<file path="src/rtl/inv_shift_rows_serial.sv">
// Byte-serial AES (Inv)ShiftRows: 16-byte blocks land in a ping-pong buffer and
// are read back in permuted order, one byte per cycle on each side.
module inv_shift_rows_serial #(
  parameter int INVERSE = 1
) (
  input  logic       clk,
  input  logic       rst_n,
  input  logic       in_valid,
  output logic       in_ready,
  input  logic [7:0] in_data,
  input  logic       in_last,
  output logic       out_valid,
  input  logic       out_ready,
  output logic [7:0] out_data,
  output logic       out_last,
  output logic       err_framing
);

  logic [7:0] bank0 [16];
  logic [7:0] bank1 [16];
  logic [3:0] wr_cnt;
  logic [3:0] rd_cnt;
  logic       wr_sel;
  logic       rd_sel;
  logic [1:0] full;
  logic [1:0] full_nxt;
  logic       run;
  logic       in_fire;
  logic       out_fire;
  logic       wr_done;
  logic       rd_done;
  logic [3:0] src_idx;

  // Output position k = {c, r}; the source column is c -/+ r, wrapping mod 4.
  function automatic logic [3:0] perm(input logic [3:0] k);
    logic [1:0] r;
    logic [1:0] c;
    logic [1:0] sc;
    r  = k[1:0];
    c  = k[3:2];
    sc = (INVERSE != 0) ? (c - r) : (c + r);
    return {sc, r};
  endfunction

  // run keeps in_ready low during reset even though the full flags read empty.
  assign in_ready  = run & ~full[wr_sel];
  assign out_valid = full[rd_sel];
  assign out_last  = out_valid & (rd_cnt == 4'd15);
  assign in_fire   = in_valid & in_ready;
  assign out_fire  = out_valid & out_ready;
  assign wr_done   = (wr_cnt == 4'd15);
  assign rd_done   = (rd_cnt == 4'd15);
  assign src_idx   = perm(rd_cnt);
  assign out_data  = rd_sel ? bank1[src_idx] : bank0[src_idx];

  always_comb begin
    full_nxt = full;
    if (in_fire && wr_done) full_nxt[wr_sel] = 1'b1;
    if (out_fire && rd_done) full_nxt[rd_sel] = 1'b0;
  end

  always_ff @(posedge clk or negedge rst_n) begin
    if (!rst_n) begin
      run         <= 1'b0;
      wr_cnt      <= 4'd0;
      rd_cnt      <= 4'd0;
      wr_sel      <= 1'b0;
      rd_sel      <= 1'b0;
      full        <= 2'b00;
      err_framing <= 1'b0;
    end else begin
      run         <= 1'b1;
      full        <= full_nxt;
      err_framing <= in_fire & (in_last != wr_done);
      if (in_fire) begin
        wr_cnt <= wr_cnt + 4'd1;
        if (wr_done) wr_sel <= ~wr_sel;
      end
      if (out_fire) begin
        rd_cnt <= rd_cnt + 4'd1;
        if (rd_done) rd_sel <= ~rd_sel;
      end
    end
  end

  // Bank storage carries no reset; the full flags decide what is meaningful.
  always_ff @(posedge clk) begin
    if (in_fire) begin
      if (wr_sel) bank1[wr_cnt] <= in_data;
      else        bank0[wr_cnt] <= in_data;
    end
  end

endmodule

</file>
<file path="config.mk">
export PLATFORM = sky130hd
export DESIGN_NAME = inv_shift_rows_serial
export DESIGN_NICKNAME = d
export VERILOG_FILES = /design/src/rtl/inv_shift_rows_serial.sv
export SDC_FILE = /design/constraint.sdc
export NUM_CORES = 1
export LEC_CHECK = 0
export CORE_UTILIZATION = 61
export DETAILED_ROUTE_END_ITERATION = 10
export PLACE_DENSITY = 0.79
export SETUP_SLACK_MARGIN = 0.3
export SLEW_MARGIN = 15
export SYNTH_ARGS = -nofsm -noshare
export SYNTH_HDL_FRONTEND = slang
export SYNTH_SLANG_ARGS = --single-unit
</file>
<file path="constraint.sdc">
create_clock -name clk -period 3.5 [get_ports clk]
set_input_delay 0.7 -clock clk [delete_from_list [all_inputs] [get_ports clk]]
set_output_delay 0.7 -clock clk [all_outputs]
set_load 0.03 [all_outputs]
</file>
# Yosys cells after proc, flatten, opt, wreduce, memory -nomap -nowiden
# Memory sizes are Yosys's and may differ from the RTL's.
# Index checks and enable logic that the tools add are counted.
op_classes:
  reduce_logical: 6
  addsub: 3
  n_eq_ne: 3
  bitwise: 11
  magnitude_cmp: 4
  n_mux: 17
ops:
  columns: ["op", "n"]
  rows:
  - ["1-bit 2-to-1 mux", 12]
  - ["4-bit by 1-bit adder with 4-bit output, second input constant", 2]
  - ["4-bit equality test, second input constant", 2]
  - ["8-bit 2-to-1 mux", 1]
  - ["1-bit bitwise AND", 5]
  - ["1-bit logical AND", 4]
  - ["1-bit by 2-bit < comparator with 1-bit output, second input constant", 2]
  - ["2-bit 2-to-1 mux", 2]
  - ["2-bit AND reduction", 2]
  - ["1-bit inverter", 3]
  - ["2-bit bitwise AND", 1]
  - ["1-bit demux with 1-bit select", 2]
  - ["1-bit greater-or-equal comparator, second input constant", 2]
  - ["2-bit inverter", 1]
  - ["2-bit OR", 1]
  - ["2-bit subtractor", 1]
  - ["1-bit != test", 1]
totals:
  reg_bits: 14
  output_inout_bits: 12
  elab_cells: 53
  ram_bits: 256
  memories: 2
  inputBits: 13
memory_table:
  columns: ["name", "words", "width", "rd", "rd_clocked_by_memory_dff", "write_ports", "line_no", "source"]
  rows:
  - ["bank0", 16, 8, 1, 0, 1, "19", "logic [7:0] bank0 [16];"]
  - ["bank1", 16, 8, 1, 0, 1, "20", "logic [7:0] bank1 [16];"]

# Depth between registers and ports, before layout
# Gate-level depths: netlist (run 1).
depth:
  word_depth: 9
  ltp_mapped: 10
  depth_no_buf: 7

# Worst setup path before layout (run 1)
# Ideal clock, no wire load.
synth_path:
  path_type: "register to output"
  start: "register rd_cnt[2]"
  end: "output port out_data[6]"
  required_ns: 2.800
  path_slack_ns: 0.441
  stages_incl_launch_ff: 10
  arrival_ns: 2.359
  path_buffers: 3
  cell_sequence: "dfrtp_1 -> inv_1 -> ha_1 -> buf_2 -> clkbuf_1 -> clkbuf_1 -> nor2_1 -> a211oi_1 -> o22ai_1 -> a31oi_1"
synth_via:
  elab_chain_cells: 3
  elab_cells_between_ends: 4
  cone_classes: "add/sub: 1; mux: 1; memory: 2"
synth_rtl:
  columns: ["item", "line_no", "source"]
  rows:
  - ["start: declaration", "22", "logic [3:0] rd_cnt;"]
  - ["start signal: assignment", "80", "rd_cnt <= rd_cnt + 4'd1;"]
  - ["2-bit subtractor (*)", "41", "sc = (INVERSE != 0) ? (c - r) : (c + r);"]
  - ["memory 16 x 8 bit, on equally long branches", null, null]
  - ["8-bit 2-to-1 mux (*)", "54", "assign out_data = rd_sel ? bank1[src_idx] : bank0[src_idx];"]
  - ["end: declaration", "14", "output logic [7:0] out_data,"]
# Mark *: on every way between the ends. The rest lies on a longest branch, timed or not.

# Final worst setup path (run 1)
layout_path:
  start: "register rd_cnt[0]"
  end: "output port out_data[0]"
layout_via:
  elab_chain_cells: 3
  elab_cells_between_ends: 4
  cone_classes: "add/sub: 1; mux: 1; memory: 2"
layout_rtl:
  columns: ["item", "line_no"]
  rows:
  - ["2-bit subtractor", "41"]
  - ["memory 16 x 8 bit, on equally long branches", null]
  - ["8-bit 2-to-1 mux (*)", "54"]
# Marked as above.

==> flow_metrics.env, run 1 <==
export IMPL_antenna_left=0
export IMPL_cts_hold_repair_buffers=0
export IMPL_finalSetupViolations=3
export IMPL_grt_use_total=0.322
export IMPL_timing_fmax_mhz=276
export IMPL_die_width_microns=136
export IMPL_leakage_nw=4.51
export IMPL_place_congestion=0.892
export IMPL_worst_slack_ns=-0.124
export IMPL_cellInternalPower_mw=8.36
export IMPL_worst_case_reg_to_reg_path_depth=4
export IMPL_cp_slowest_stage_delay_ns=0.52
export IMPL_buffer_ports_inserted=24
export IMPL_mostFrequentLayoutCell="sky130_fd_sc_hd__edfxtp_1"
export IMPL_first_global_vias=6851
export IMPL_ctsRootBufferMaster="sky130_fd_sc_hd__clkbuf_16"
export IMPL_mappedNetlistNets=674
export IMPL_maxSlewViolCount=0
export IMPL_min_delay_path_class="flop to flop"
export IMPL_cts_buffers_inserted=26
export IMPL_critical_path_arrival_ns=2.92
export IMPL_tritoncts_num_sinks=270
export IMPL_dpl_worst_slack_ns=0.206
export IMPL_share_clk_of_total_power=0.204
export IMPL_reg2reg_to="bank0[0][7]$_DFFE_PP_"
export IMPL_share_of_the_clock_period_used_by_the_worst_path=1.04
export IMPL_htreeDepth=1
export IMPL_post_synth_cell_area_avg_sq_um=16.8
export IMPL_final_hold_violation_count=0
export IMPL_syn2layout_area_growth_pct=20.6
export IMPL_via_count=6858
export IMPL_floorplan_initialDensity=0.631
export IMPL_layout_cells_most_common_list="sky130_fd_sc_hd__edfxtp_1, sky130_fd_sc_hd__nor2_1, sky130_fd_sc_hd__buf_4"
export IMPL_layout_cell_area_non_filler_sq_um=13300
export IMPL_min_from="full[0]$_DFF_PN0_"
export IMPL_grt_pass1_wl_microns=42100
export IMPL_cts_max_path_buffers=3
export IMPL_tritoncts_clock_tree="built"
export IMPL_detail_route_first_pass_iterations=6
export IMPL_ys_seq_area_frac=0.729
export IMPL_wl_per_cell_microns=29.6
export IMPL_sequentialPowerShare=0.287
export IMPL_post_synth_edffs=256
export IMPL_crit_path_frequent_cell="sky130_fd_sc_hd__buf_6"
export IMPL_clkLatencyLatePin_ns=0.53
export IMPL_critical_path_slowest_cell="sky130_fd_sc_hd__dfrtp_4"
export IMPL_overflow=0
export IMPL_pin_count_of_the_biggest_net_entering_global_routing=33
export IMPL_power_ir_vdd_worst_mv=0.794
export IMPL_power_per_cell_area_nw_per_um2=1000
export IMPL_cts_clk_slew_worst_paths_ns=0.06
export IMPL_grt_setup_unrepaired="true"
export IMPL_launching_element_type_of_the_critical_path="flop"
export IMPL_result_of_the_run="finished with violations"
export IMPL_yosysWarnings=0
export IMPL_ys_ff_latch=270
export IMPL_netlist_cell_type_count=51
export IMPL_die_area_sq_um=18600
export IMPL_critPathMaxFanout=5
export IMPL_crit_required_ns=2.80
export IMPL_dr_first_iter_drc_count=870
export IMPL_synth_async_reset_ratio=0.0519
export IMPL_whs_endpoint="full[0]$_DFF_PN0_"
export IMPL_worst_hold_path_num_cells=1
export IMPL_layout_drive_gt1_share=0.288
export IMPL_worstPathCellList="ha_4 > buf_8 > buf_6 > buf_4 > mux4_2 > a221oi_2 > o21ai_2 > o21a_1 > buf_6"
export IMPL_holdWs_ns=0.544
export IMPL_timing_critical_path_to_type="output pin"
export IMPL_timing_setup_tns_ns=-0.138
export IMPL_skew_ns=0.0118
export IMPL_dp_final_hpwl_microns=15900
export IMPL_postPlaceCellArea_sq_um=11700
export IMPL_core_area_sq_um=17500
export IMPL_netSwitchingFraction=0.372
export IMPL_net_switching_power_mw=4.97
export IMPL_die_height_microns=136
export IMPL_drv_cap=0
export IMPL_violations="negative setup slack"
export IMPL_detail_route_drc_violations=0
export IMPL_timing_max_slew_rel_slack=0.356
export IMPL_p_comb_frac=0.509
export IMPL_routed_wirelength_microns=29400
export IMPL_post_synth_inst_count=655
export IMPL_post_layout_net_count=771
export IMPL_criticalPathCategory="flop to output pin"
export IMPL_rrSetupSlack_ns=1.43
export IMPL_design_portCount=25
export IMPL_synth_top_flop_cell="sky130_fd_sc_hd__edfxtp_1"
export IMPL_row_count=48
export IMPL_postLayoutCoreUtil=0.761
export IMPL_timing_rr_start="full[0]$_DFF_PN0_"
export IMPL_min_period_ns=3.62
export IMPL_grt_antenna_before_repair=0
export IMPL_drt_vias_per_instance=6.91
export IMPL_tightest_slew_ns=0.963
export IMPL_mappedNetlistArea_sq_um=11000
export IMPL_diodes=0
==> power by group through the flow <==
stage	Clock, mW	Sequential (mW)	Combinational (mW)
after floorplan	0	3.84	3.15
after global placement	0	3.87	4.71
after detailed placement	0	3.88	4.81
after CTS	2.71	3.82	6.17
after global routing	2.83	3.84	6.98
final	2.72	3.83	6.78
==> stage by stage <==
step / std cells / total power, mW
3_5_place_dp: 912 / 8.69
3_3_place_gp: 912 / 8.57
5_1_grt: 993 / 13.6
2_1_floorplan: 655 / 6.99
6_report: 993 / 13.3
4_1_cts: 982 / 12.7
==> flip-flops by register name, summed over array words and instances (netlist names) <==
| register | count |
|---|---|
| bank0 | 128 |
| bank1 | 128 |
| rd_cnt | 4 |
| wr_cnt | 4 |
| full | 2 |
| err_framing | 1 |
| rd_sel | 1 |
| run | 1 |
| wr_sel | 1 |
==> final cells by class <==
type                            instances  area [sq um]
Fill cell                             884          4180
Clock inverter                         14           125
Sequential cell                       270          8040
Inverter                                7          28.8
Clock buffer                           30           687
Multi-Input combinational cell        343          2990
Timing Repair Buffer                  104          1150
Tap cell                              225           282
==> per-layer routing <==
layer | wire length, microns | GRT usage | vias up
met5 | 0 | 0 | -
met4 | 1440 | 0.160 | 0
met3 | 3640 | 0.0887 | 116
met2 | 13900 | 0.501 | 515
met1 | 10400 | 0.419 | 3424
li1 | - | - | 2803
==> cell families after synthesis <==
logic type | share of synthesized area
compound gates | 0.0742
fa+ha+maj | 0.00681
other cells | 0.000340
xor+xnor | 0.00874
simple gates | 0.0545
buf+inv | 0.0200
mux | 0.107
flops | 0.729
==> worst max-delay path, delay by kind of cell, from the launching register on <==
family / cells / cell delay, ns
compound gates: 3 / 0.74
fa+ha+maj: 1 / 0.32
buf+inv: 4 / 0.51
flops: 1 / 0.52
mux: 1 / 0.30
==> cell usage after synthesis (3+ instances only) <==
master                       n  area (sq um)
sky130_fd_sc_hd__a211oi_1   15           113
sky130_fd_sc_hd__a21oi_1    22           110
sky130_fd_sc_hd__a221o_1     7          70.1
sky130_fd_sc_hd__a221oi_1    4          35.0
sky130_fd_sc_hd__a22oi_1     3          22.5
sky130_fd_sc_hd__a31oi_1     5          31.3
sky130_fd_sc_hd__buf_2      11          55.1
sky130_fd_sc_hd__buf_4       3          22.5
sky130_fd_sc_hd__buf_6       5          56.3
sky130_fd_sc_hd__clkbuf_1   16          60.1
sky130_fd_sc_hd__dfrtp_1    14           350
sky130_fd_sc_hd__edfxtp_1  256          7690
sky130_fd_sc_hd__ha_1        6          75.1
sky130_fd_sc_hd__inv_1       7          26.3
sky130_fd_sc_hd__mux2_2     14           158
sky130_fd_sc_hd__mux2i_1    27           270
sky130_fd_sc_hd__mux4_2     32           721
sky130_fd_sc_hd__nand2_1    24          90.1
sky130_fd_sc_hd__nand2b_1    5          31.3
sky130_fd_sc_hd__nand3_1     4          20.0
sky130_fd_sc_hd__nor2_1     62           233
sky130_fd_sc_hd__nor2b_1     8          50.1
sky130_fd_sc_hd__nor3_1     18          90.1
sky130_fd_sc_hd__o211ai_1    8          60.1
sky130_fd_sc_hd__o21a_1      3          22.5
sky130_fd_sc_hd__o21ai_0    16          80.1
sky130_fd_sc_hd__o221ai_1    4          35.0
sky130_fd_sc_hd__o22a_1      6          52.6
sky130_fd_sc_hd__o22ai_1     7          43.8
sky130_fd_sc_hd__o31a_1      3          26.3
sky130_fd_sc_hd__o32ai_1     3          26.3
sky130_fd_sc_hd__or2_2       3          18.8
sky130_fd_sc_hd__xnor2_1     8          70.1
sky130_fd_sc_hd__xor2_1      3          26.3
==> worst max path at each step <==
| stage | end | from | slack [ns] |
|---|---|---|---|
| 2_1_floorplan | out_data[6] | rd_cnt[2]$_DFFE_PN0P_ | 0.44 |
| 3_3_place_gp | out_data[5] | rd_cnt[0]$_DFFE_PN0P_ | 0.27 |
| 3_5_place_dp | out_data[1] | rd_cnt[0]$_DFFE_PN0P_ | 0.21 |
| 4_1_cts | out_data[1] | rd_cnt[0]$_DFFE_PN0P_ | 0.01 |
| 5_1_grt | out_data[0] | rd_cnt[0]$_DFFE_PN0P_ | -0.14 |
| 6_report | out_data[0] | rd_cnt[0]$_DFFE_PN0P_ | -0.12 |
==> timing repair <==
item,CTS,global route
gates cloned,8,1
resized for setup,71,19
pin swaps,23,10
setup buffers,18,10
setup endpoints to repair,9,8
(Power assumes the default switching activity.)
==> run 2: changes to the inputs <==
Settings changed: CAP_MARGIN from default to 20.
==> results of run 2 <==
The final DEF is identical to that of run 1; final timing and power are the same.
==> run 3: changes to the inputs <==
Clock period 3.5 ns to 3.95 ns, I/O delays scaled along.
==> run 3 against run 2 <==
Effect of this change:
- the run now ends clean
- clock power is essentially flat
- flip-flop and latch count unchanged
- critical path type unchanged
- critical endpoint is now out_data[5]
- core utilization down 2.6 points
- clock skew increased by 0.015 ns
- first-iteration DRC count grew 15%
- critical path depth fell by 1
- total power shrank 17%
- via count shrank 3.8%
- combinational power shrank 27%
- routed wire length decreased by 7.5%
- largest cell class unchanged
- highest routed layer unchanged
- die area unchanged
- worst hold slack improved by 0.0049 ns
==> flow_metrics.env, run 3 (synthesis results as in run 1) <==
export IMPL_die_height_microns=136
export IMPL_detail_route_first_pass_iterations=8
export IMPL_share_of_the_clock_period_used_by_the_worst_path=0.930
export IMPL_power_ir_vdd_worst_mv=0.586
export IMPL_min_period_ns=3.67
export IMPL_clkLatencyLatePin_ns=0.55
export IMPL_cts_clk_slew_worst_paths_ns=0.06
export IMPL_largest_registers="bank0 x128, bank1 x128"
export IMPL_drv_cap=0
export IMPL_timing_max_slew_rel_slack=0.304
export IMPL_via_count=6596
export IMPL_syn2layout_area_growth_pct=16.5
export IMPL_leakage_nw=4.27
export IMPL_critical_path_top_delay_family="buffers and inverters"
export IMPL_overflow=0
export IMPL_wl_per_cell_microns=28.3
export IMPL_pin_count_of_the_biggest_net_entering_global_routing=44
export IMPL_min_delay_path_class="flop to flop"
export IMPL_diodes=0
export IMPL_drt_vias_per_instance=6.87
export IMPL_post_layout_net_count=733
export IMPL_layout_drive_gt1_share=0.223
export IMPL_crit_required_ns=3.16
export IMPL_skew_ns=0.0267
export IMPL_timing_fmax_mhz=272
export IMPL_dr_first_iter_drc_count=1002
export IMPL_cts_max_path_buffers=3
export IMPL_row_count=48
export IMPL_dp_final_hpwl_microns=15200
export IMPL_launching_element_type_of_the_critical_path="flop"
export IMPL_postLayoutCoreUtil=0.735
export IMPL_routed_wirelength_microns=27200
export IMPL_critical_path_slowest_cell="sky130_fd_sc_hd__a311oi_1"
export IMPL_place_congestion=0.992
export IMPL_criticalPathCategory="flop to output pin"
export IMPL_dpl_worst_slack_ns=0.579
export IMPL_result_of_the_run="finished, final reports clean"
export IMPL_design_portCount=25
export IMPL_floorplan_initialDensity=0.631
export IMPL_critical_path_arrival_ns=2.88
export IMPL_worst_slack_ns=0.276
export IMPL_cts_buffers_inserted=27
export IMPL_grt_setup_unrepaired="true"
export IMPL_htreeDepth=1
export IMPL_grt_antenna_before_repair=0
export IMPL_finish_cell_count_without_fillers=960
export IMPL_die_width_microns=136
export IMPL_critPathMaxFanout=20
export IMPL_power_per_cell_area_nw_per_um2=862
export IMPL_tritoncts_clock_tree="built"
export IMPL_first_global_vias=6423
export IMPL_fill_cells=961
export IMPL_maxSlewViolCount=0
export IMPL_core_area_sq_um=17500
export IMPL_antenna_left=0
export IMPL_worstPathCellList="ha_4 > buf_12 > inv_1 > buf_6 > nand2_1 > a311oi_1 > a2bb2oi_2 > buf_4"
export IMPL_die_area_sq_um=18600
export IMPL_mostFrequentLayoutCell="sky130_fd_sc_hd__edfxtp_1"
export IMPL_tightest_slew_ns=1.04
export IMPL_finalSetupViolations=0
export IMPL_timing_setup_tns_ns=0
export IMPL_detail_route_drc_violations=0
export IMPL_grt_use_total=0.295
export IMPL_cts_hold_repair_buffers=0
export IMPL_ctsRootBufferMaster="sky130_fd_sc_hd__clkbuf_16"
export IMPL_tritoncts_num_sinks=270
export IMPL_timing_critical_path_to_type="output pin"
export IMPL_post_layout_total_power_mw=11.1
export IMPL_final_hold_violation_count=0
export IMPL_layout_cells_most_common_list="sky130_fd_sc_hd__edfxtp_1, sky130_fd_sc_hd__nor2_1, sky130_fd_sc_hd__buf_4"
export IMPL_worst_path_buf_inv=4
export IMPL_cp_slowest_stage_delay_ns=0.53
export IMPL_grt_pass1_wl_microns=39100
export IMPL_placedCellCount=892
export IMPL_buffer_ports_inserted=24
==> run 3: worst register-to-register path: stages (launching register included) <==
cell and delay, ns:
sky130_fd_sc_hd__dfrtp_1 0.40, sky130_fd_sc_hd__nor2b_1 0.14, sky130_fd_sc_hd__and3_1 0.27, sky130_fd_sc_hd__nand2_1 0.18, sky130_fd_sc_hd__nor2_1 0.82
==> run 3: report_power, final <==
part / total [mW] / internal [mW] / switching (mW) / leakage (nW)
clock: 2.72 / 1.64 / 1.08 / 0.458
combinational: 4.92 / 2.10 / 2.81 / 1.34
sequential: 3.43 / 3.28 / 0.154 / 2.48
==> run 3: final timing paths <==
kind / slack, ns / depth (start not counted) / endpoint / start
max: 0.28 / 8 / out_data[5] / rd_cnt[0]$_DFFE_PN0P_
min: 0.55 / 1 / full[0]$_DFF_PN0_ / full[0]$_DFF_PN0_
max reg2reg: 1.76 / 4 / bank1[1][7]$_DFFE_PP_ / full[1]$_DFF_PN0_
min reg2reg: 0.55 / 1 / full[0]$_DFF_PN0_ / full[0]$_DFF_PN0_
max in group asynchronous: 2.81 / 1 / rd_cnt[0]$_DFFE_PN0P_ / rst_n
min in group asynchronous: 0.66 / 1 / full[1]$_DFF_PN0_ / rst_n
==> run 3: final cells by class <==
class	count	area (sq um)	share of cell area
sequential	270	8050	0.627
clock buffer	29	683	0.0532
clock inverter	21	256	0.0200
tap	225	282	0.0219
inverter	7	26.3	0.00205
multi-input combinational	343	2870	0.224
timing repair buffer	65	677	0.0527
==> run 3: stage by stage <==
stage | hold slack (ns) | instance area, sq um
floorplan | 0.478 | 11000
global placement | 0.509 | 11600
detailed placement | 0.533 | 11600
CTS | 0.549 | 12700
global route | 0.568 | 12800
finish | 0.549 | 12800
==> run 3: what timing repair did <==
item                                    4_1_cts  5_1_grt
setup buffers                                 3        9
pin swaps                                     2        6
resized for setup                            13       20
gates cloned                                  3        1
endpoints found under the setup margin        8        8
==> run 3: routing by layer <==
layer / part of all wire / track usage / wire (microns)
met1: 0.36 / 0.403 / 9860
met2: 0.49 / 0.480 / 13200
met3: 0.11 / 0.0552 / 3010
met4: 0.040 / 0.0988 / 1080
met5: 0 / 0 / 0
